===== src/rtl/mp_add_pkg.sv =====
// Shared types and sizing for the multi-precision add/subtract sequencer.
// Optional signed-overflow output is enabled by MP_ADD_OVF_EN.
package mp_add_pkg;

  localparam int CHUNK_W = 16;

  typedef enum logic [1:0] {
    S_IDLE,
    S_RUN,
    S_DONE
  } state_t;

  function automatic int idx_w(input int words);
    return (words > 1) ? $clog2(words) : 1;
  endfunction

endpackage


===== src/rtl/csel_add16.sv =====
// 16-bit carry-select chunk adder: 2-bit ripple head,
// then select blocks of 2, 3, 4 and 5 bits.
module csel_add16 (
  input  logic [15:0] a,
  input  logic [15:0] b,
  input  logic        cin,
  output logic [15:0] sum,
  output logic        cout
);

  logic [2:0] r0;
  logic [2:0] p1, q1, s1;
  logic [3:0] p2, q2, s2;
  logic [4:0] p3, q3, s3;
  logic [5:0] p4, q4, s4;

  assign r0 = {1'b0, a[1:0]} + {1'b0, b[1:0]} + {2'b0, cin};

  // Each block precomputes both carry-in cases; the incoming carry picks one.
  assign p1 = {1'b0, a[3:2]} + {1'b0, b[3:2]};
  assign q1 = p1 + 3'd1;
  assign s1 = r0[2] ? q1 : p1;

  assign p2 = {1'b0, a[6:4]} + {1'b0, b[6:4]};
  assign q2 = p2 + 4'd1;
  assign s2 = s1[2] ? q2 : p2;

  assign p3 = {1'b0, a[10:7]} + {1'b0, b[10:7]};
  assign q3 = p3 + 5'd1;
  assign s3 = s2[3] ? q3 : p3;

  assign p4 = {1'b0, a[15:11]} + {1'b0, b[15:11]};
  assign q4 = p4 + 6'd1;
  assign s4 = s3[4] ? q4 : p4;

  assign sum  = {s4[4:0], s3[3:0], s2[2:0], s1[1:0], r0[1:0]};
  assign cout = s4[5];

endmodule


===== src/rtl/mp_add_seq.sv =====
// Multi-precision add/subtract, one 16-bit chunk per cycle, LSB first.
// Define MP_ADD_OVF_EN to add the registered signed-overflow output ovf.
module mp_add_seq
  import mp_add_pkg::*;
#(
  parameter  int WORDS = 4,
  localparam int W     = CHUNK_W * WORDS
) (
  input  logic         clk,
  input  logic         rst_n,
  input  logic         in_valid,
  output logic         in_ready,
  input  logic [W-1:0] a,
  input  logic [W-1:0] b,
  input  logic         cin,
  input  logic         sub,
  output logic         out_valid,
  input  logic         out_ready,
  output logic [W-1:0] sum,
  output logic         cout,
  output logic         busy
`ifdef MP_ADD_OVF_EN
  ,
  output logic         ovf
`endif
);

  localparam int            IW   = idx_w(WORDS);
  localparam logic [IW-1:0] LAST = IW'(WORDS - 1);

  state_t state, state_n;

  logic [IW-1:0]      idx;
  logic               carry;
  logic [W-1:0]       a_q, b_q;
  logic [CHUNK_W-1:0] ca, cb, cs;
  logic               cc;
  logic               last;

  assign ca   = a_q[int'(idx) * CHUNK_W +: CHUNK_W];
  assign cb   = b_q[int'(idx) * CHUNK_W +: CHUNK_W];
  assign last = (idx == LAST);

  csel_add16 u_add (
    .a    (ca),
    .b    (cb),
    .cin  (carry),
    .sum  (cs),
    .cout (cc)
  );

  always_ff @(posedge clk or negedge rst_n) begin
    if (!rst_n) state <= S_IDLE;
    else        state <= state_n;
  end

  always_comb begin
    state_n   = state;
    in_ready  = 1'b0;
    out_valid = 1'b0;
    busy      = 1'b0;
    unique case (state)
      S_IDLE: begin
        in_ready = 1'b1;
        if (in_valid) state_n = S_RUN;
      end
      S_RUN: begin
        busy = 1'b1;
        if (last) state_n = S_DONE;
      end
      S_DONE: begin
        busy      = 1'b1;
        out_valid = 1'b1;
        if (out_ready) state_n = S_IDLE;
      end
      default: state_n = S_IDLE;
    endcase
  end

  always_ff @(posedge clk or negedge rst_n) begin
    if (!rst_n) begin
      idx   <= '0;
      carry <= 1'b0;
      a_q   <= '0;
      b_q   <= '0;
      sum   <= '0;
      cout  <= 1'b0;
`ifdef MP_ADD_OVF_EN
      ovf   <= 1'b0;
`endif
    end else begin
      unique case (state)
        S_IDLE: begin
          if (in_valid) begin
            a_q   <= a;
            b_q   <= sub ? ~b : b;
            carry <= sub ? 1'b1 : cin;
            idx   <= '0;
          end
        end
        S_RUN: begin
          sum[int'(idx) * CHUNK_W +: CHUNK_W] <= cs;
          carry <= cc;
          // Park idx at 0 so it never points past the last chunk.
          idx   <= last ? '0 : idx + IW'(1);
          if (last) begin
            cout <= cc;
`ifdef MP_ADD_OVF_EN
            ovf  <= ca[CHUNK_W-1] ^ cb[CHUNK_W-1] ^ cs[CHUNK_W-1] ^ cc;
`endif
          end
        end
        default: ;
      endcase
    end
  end

endmodule


===== config.mk =====
export PLATFORM = sky130hd
export DESIGN_NAME = mp_add_seq
export DESIGN_NICKNAME = d
export VERILOG_FILES = /design/src/rtl/mp_add_pkg.sv /design/src/rtl/csel_add16.sv /design/src/rtl/mp_add_seq.sv
export SDC_FILE = /design/constraint.sdc
export NUM_CORES = 1
export LEC_CHECK = 0
export CELL_PAD_IN_SITES_DETAIL_PLACEMENT = 0
export CELL_PAD_IN_SITES_GLOBAL_PLACEMENT = 1
export CORE_ASPECT_RATIO = 0.8
export CORE_UTILIZATION = 54
export CTS_CLUSTER_DIAMETER = 60
export DETAILED_ROUTE_END_ITERATION = 8
export DONT_BUFFER_PORTS = 1
export PLACE_DENSITY_LB_ADDON = 0.1
export SLEW_MARGIN = 10
export SYNTH_ARGS = -nofsm -noshare
export SYNTH_HDL_FRONTEND = slang
export SYNTH_SLANG_ARGS = --single-unit

===== constraint.sdc =====
create_clock -name clk -period 9.63 [get_ports clk]
set_input_delay 2.4075 -clock clk [delete_from_list [all_inputs] [get_ports clk]]
set_output_delay 2.4075 -clock clk [all_outputs]
set_load 0.005 [all_outputs]

==> metrics <==
status finished, final reports clean; # rows 42; P&R area growth vs syn 7.69%; crit path DAT 4.98 ns; Peak Freq 217 MHz; flops & latches, synth 198; CTS root buffer clkbuf_16; Detail Placement HPWL 15.0 mm; port bufs 0; layer carrying the most global-route usage met2; syn_area_per_cell 12.0 um2; Core Area 16800 um2; worst skew pair latency 0.43 ns; CP startpoint kind flop; P_leak 4.38 nW; Worst slew margin 31.2%; yosys warns 0; DRT Pass-1 Iters 4; largest net degree at the start of global routing 199; Net Count, Synth 952; CTS sink count 198; Max Slew Vio Count 0; # DRC 0; Setup Fix Bufs, Post-CTS 0; total number of vias 5745; number of global-route vias before repair 5990; grt total ovfl 0; wire length per cell 20.8 um; initial antenna violation count 6; post-cts hold buffer count 0; Post-Syn Area 9450 um2; buffer depth of the longest clock path 2; final setup fails 0; overall routed net length 20.8 mm; die span in x 150 um; share of cells above drive strength 1 18.1%; Tot GR Track Use 24.4%; async set or reset register ratio after synthesis 100%; Min Clock Period, post-route 4.62 ns; Final Cycle Share 47.9%; number of synthesized flops with an enable pin 0; setup_tns 0 ns; Worst setup EP type flop; dpl cells 963; CP Class reg2reg; Worst IR Drop VDD 0.184 mV; met3 Use GR 9.06%; post-synth cell types 40; CTS H-tree depth 4; TritonCTS clock tree yes; first-pass GRT wire length 32.7 mm; WP data required 10.00 ns; register area share after synthesis 52.4%; Die ar. 18000 um2; hold crit path type reg2reg; clk_skew 0.0129 ns; cells after synthesis 785; I/O pin count 202; Hold Path Depth 2; actual slew at the worst max-slew pin 1.03 ns; worst r2r path cells 14; DIE HEIGHT 120 um; total CTS buffers 17; Final Hold Vio Count 0; Final Util 60.5%; Final nets 929; Placer Congestion 0.837; CP max FO 22; commonest register cell after synthesis dfrtp_1; Routed Antenna Nets 0; clock transition at the registers of the reported paths 0.07 ns; M2 GR Usage 39.2%; unrepaired setup endpoints after global routing no; Initial Util 56.2%; max-cap viol count 0; Layout Cells excl Fill 998; # resized after CTS 0; vias per cell 5.76; Power per Cell Area 435 nW/um2; Detailed Route Iter0 Violations 285; M1 GR Usage 31.1%
==> layer usage <==
layer | wire, um | vias to the layer above
li1 | - | 2672
met1 | 8480 | 2875
met2 | 10000 | 174
met3 | 1960 | 20
met4 | 247 | 4
met5 | 20 | -
==> sequential cells by signal (all words and copies together) (netlist names) <==
register	count
b_q	64
a_q	64
carry	1
state	2
idx	2
sum	64
cout	1
==> cells in the final DEF (no fill, tap or decap), drive strengths merged, types with 5 or more instances in the layout <==
cell      n
ha       27
inv      22
fa        6
dfrtp   198
a22o     20
mux4     32
nand4     5
a21oi     8
xnor2    76
clkbuf   22
o21ai   111
mux2i     8
nand2   126
mux2     66
xor2      7
==> where the power goes <==
part	internal (W)	leakage (nW)	switching [W]
clock network	0.000399	0.285	0.000310
logic	0.000946	1.60	0.00133
registers	0.00120	2.49	0.000242
==> critical path, stage by stage (launching register included) <==
cell,delay [ns]
dfrtp_2,0.76
buf_4,0.50
mux4_2,0.57
ha_1,0.21
inv_1,0.06
fa_1,0.40
inv_1,0.08
ha_1,0.13
nor2b_2,0.16
xnor2_2,0.18
a21boi_1,0.18
nor4_4,0.48
mux2i_1,0.29
xor2_1,0.32
a22o_1,0.20
==> stage by stage <==
step | area, um2 | hold slack [ns] | worst slack (ns) | total power (W)
after floorplan | 9450 | 0.445 | 5.30 | 0.00311
after global placement | 9590 | 0.459 | 5.05 | 0.00366
after detailed placement | 9590 | 0.469 | 4.97 | 0.00376
after CTS | 10200 | 0.484 | 4.92 | 0.00448
after global routing | 10200 | 0.500 | 4.59 | 0.00478
final | 10200 | 0.479 | 5.01 | 0.00443
==> synth_stat cells, types with 4 or more instances <==
library cell	n	area share [%]
buf_1	7	0.28
mux4_2	32	7.6
dfrtp_1	198	52
mux2_2	66	7.9
nand4_1	5	0.33
xor2_1	7	0.65
a21oi_1	8	0.42
fa_1	6	1.3
nand2_1	126	5.0
ha_1	27	3.6
o21ai_0	107	5.7
mux2i_1	7	0.74
clkbuf_1	37	1.5
inv_1	19	0.75
a22o_1	20	1.9
xnor2_1	74	6.9
o21ai_1	4	0.21
a21o_1	4	0.32
==> final timing paths <==
| path | start | endpoint | slack, ns |
|---|---|---|---|
| setup / recovery | idx[0] | sum[29] | 5.01 |
| hold / removal | b_q[31] | b_q[31] | 0.48 |
| setup reg to reg | idx[0] | sum[29] | 5.01 |
| hold reg to reg | b_q[31] | b_q[31] | 0.48 |
| max in group asynchronous | rst_n | idx[0] | 7.70 |
| min in group asynchronous | rst_n | sum[9] | 1.67 |
==> cell families (layout without fill, tap and decap cells) <==
logic type	count (synthesis)	in the layout	share of synthesized area, %
muxes	106	106	16.4
other	0	3	0
adders and majority gates	33	33	4.85
xor gates and xnor gates	83	83	7.85
AOI/OAI and AO/OA	150	150	9.07
and+or+nand+nor	151	151	6.86
buffers and inverters	64	54	2.56
DFF	198	198	52.4
==> cell type report <==
class	count	area, um2
antenna	3	7.51
clock buffer	22	464
clock inverter	10	118
fill	1382	6640
inverter	19	71.3
multi-input combinational	523	4260
sequential	198	4960
tap	220	275
timing repair buffer	3	22.5
Power figures use the tool's default switching activity.
==> edit (same flow settings) <==
Encoding of `state_t`: now one-hot (3 bits for 3 states).
--- a/src/rtl/mp_add_pkg.sv
+++ b/src/rtl/mp_add_pkg.sv
@@ -5,8 +5,8 @@
   localparam int CHUNK_W = 16;
 
-  typedef enum logic [1:0] {
-    S_IDLE,
-    S_RUN,
-    S_DONE
+  typedef enum logic [2:0] {
+    S_IDLE = 3'b001,
+    S_RUN  = 3'b010,
+    S_DONE = 3'b100
   } state_t;
 
Function: same outputs for any inputs over 4 cycles, from zero or initial values and one cycle with rst_n low; so few cycles prove little.
==> edit against the unedited design <==
  * Wire length rose by 8.5%
  * Sequential cell count rose by 1
  * Worst setup slack got worse by 0.18 ns
  * Die area rose by 0.57%
  * Critical path depth did not move
  * Final area rose by 0.21%
  * Synthesized area rose by 0.58%
  * Non-clock buffer count fell by 1
  * Total power fell by 7.0%
==> edit: results (changes against the unedited design) <==
Global routing:
- The global-route total usage across every layer was 26.3% (+1.9 points).
- The number of global-route vias before repair is 6427 (+7.3%).
- The initial antenna violation count is 0 (-6).
- The pin count of the biggest net entering global routing was 200 (+0.50%).
- The first-pass GRT wire length was 35400 um (+8.3%).

Drt:
- The vias after detailed routing came to 6468 (+13%).
- The aggregate routed wire length came to 22500 um (+8.5%).
- The wire length per cell came to 20.0 um (-4.0%).
- The detailed router's first-iteration violation count is 446 (+56%).
- The total iterations of the first detailed-routing run is 5 (+1).

Placement:
- The count of buffers from port buffering is 0 (unchanged).
- The final weighted congestion in routability-driven placement is 0.859 (+2.7%).
- The detailed placement HPWL was 16100 um (+7.7%).

Synth:
- The count of different cell masters after synthesis is 41 (+2.5%).
- In the synthesized netlist the dominant register cell turns out to be sky130_fd_sc_hd__dfrtp_1.
- The share of synthesized flip-flops with an asynchronous set or reset is 100% (unchanged).
- The part of the Yosys area used for sequential elements came to 52.4% (about the same).
- The average footprint of a synthesized cell is 10.3 sq um (-15%).
- Sorting the synthesized cells by area gives the leading types as sky130_fd_sc_hd__dfrtp_1 (52%), sky130_fd_sc_hd__nand2_1 (12%), sky130_fd_sc_hd__mux4_2 (7.6%), sky130_fd_sc_hd__xnor2_1 (6.6%), sky130_fd_sc_hd__o21ai_0 (5.3%).
- By count the netlist is led by sky130_fd_sc_hd__nand2_1 (313), sky130_fd_sc_hd__dfrtp_1 (198), sky130_fd_sc_hd__o21ai_0 (101).

Clock network:
- The clock-pin slew on the worst setup and hold paths was 0.07 ns (about the same).
- The post-CTS setup-driven buffer insertion count came to 0 (unchanged).

Critical path:
- The number of cells on the worst reg-to-reg path came to 14 (unchanged).
- The highest fanout seen on the critical path is 24 (+9.1%).
- The critical path data arrival time is 5.17 ns (+0.19 ns).

Worst hold path:
- The path class of the tightest hold or removal check is flip-flop to flip-flop.

Pwr:
- The worst IR drop on VDD is 206 uV (+12%).
- The proportion of total power due to net switching is 44.8% (+2.3 points).
- The leakage component of the power is 4.70 nW (+7.2%).

Status:
- The flow ran to the end, and the final reports show no timing, DRC or antenna violations.

Timing:
- The worst-margin pin slew is 1.14 ns (+0.110 ns).
- The setup skew after layout is 0.0122 ns (-0.000744 ns).

Layout:
- The number of nets in the layout is 1058 (+14%).
- The share of cells above drive strength 1 was 8.37% (-9.7 points).
- The largest registers in the layout are a_q: 64 flops, b_q: 64 flops, sum: 64 flops.
- The diode insertion count for antenna repair is 0 (-3).
edit: path summary, 6_finish.rpt:
check | startpoint | slack (ns) | endpoint
max in group asynchronous | rst_n | 7.52 | sum[25]$_DFFE_PN0P_
min reg2reg | a_q[46]$_DFFE_PN0P_ | 0.47 | a_q[46]$_DFFE_PN0P_
max | idx[0]$_DFFE_PN0P_ | 4.83 | sum[43]$_DFFE_PN0P_
min in group asynchronous | rst_n | 1.66 | a_q[27]$_DFFE_PN0P_
min | a_q[46]$_DFFE_PN0P_ | 0.47 | a_q[46]$_DFFE_PN0P_
max reg2reg | idx[0]$_DFFE_PN0P_ | 4.83 | sum[43]$_DFFE_PN0P_
edit: layout make-up:
class	count	area [sq um]
repair buffers	2	15.0
multi-input cells	662	4290
fillers	1396	6670
inverters	13	48.8
flip-flops and latches	199	4980
clock buffers	19	443
clock inverters	13	140
well taps	220	275
edit: metrics by stage:
stage	setup WS [ns]	hold slack [ns]	cell area, sq um
floorplan	5.21	0.440	9500
global placement	5.00	0.451	9610
detailed placement	4.86	0.457	9610
CTS	4.82	0.473	10200
global route	4.50	0.487	10200
finish	4.83	0.471	10200
edit: cells by family after synthesis:
group,Yosys count,synth area share [%]
mux,42,8.69
xor+xnor,83,7.73
simple gates,354,14.8
flops,199,52.4
fa+ha+maj,29,4.29
buf+inv,64,2.53
compound gates,154,9.60
edit: power groups by stage:
stage	registers, W	logic (W)	clock network, W
global route	0.00141	0.00228	0.000750
CTS	0.00137	0.00205	0.000713
floorplan	0.00128	0.00152	0
detailed placement	0.00138	0.00204	0
global placement	0.00137	0.00199	0
finish	0.00137	0.00205	0.000703
edit: critical path, stage by stage (launching register included):
cell and delay, ns:
sky130_fd_sc_hd__dfrtp_2 0.65, sky130_fd_sc_hd__buf_4 0.53, sky130_fd_sc_hd__mux4_2 0.58, sky130_fd_sc_hd__ha_1 0.21, sky130_fd_sc_hd__inv_1 0.06, sky130_fd_sc_hd__fa_1 0.40, sky130_fd_sc_hd__inv_1 0.09, sky130_fd_sc_hd__ha_1 0.14
sky130_fd_sc_hd__nor2b_2 0.17, sky130_fd_sc_hd__xnor2_2 0.19, sky130_fd_sc_hd__nand4_1 0.29, sky130_fd_sc_hd__a211oi_4 0.49, sky130_fd_sc_hd__xnor2_1 0.24, sky130_fd_sc_hd__xor2_1 0.46, sky130_fd_sc_hd__a22o_1 0.21
edit: metal layers:
| metal | share of wire, % | global-route usage (%) | vias to the layer above |
|---|---|---|---|
| li1 | - | - | 3028 |
| met1 | 47 | 40.1 | 3192 |
| met2 | 43 | 37.0 | 224 |
| met3 | 8.2 | 6.49 | 24 |
| met4 | 1.7 | 7.64 | 0 |
| met5 | 0 | 0 | - |
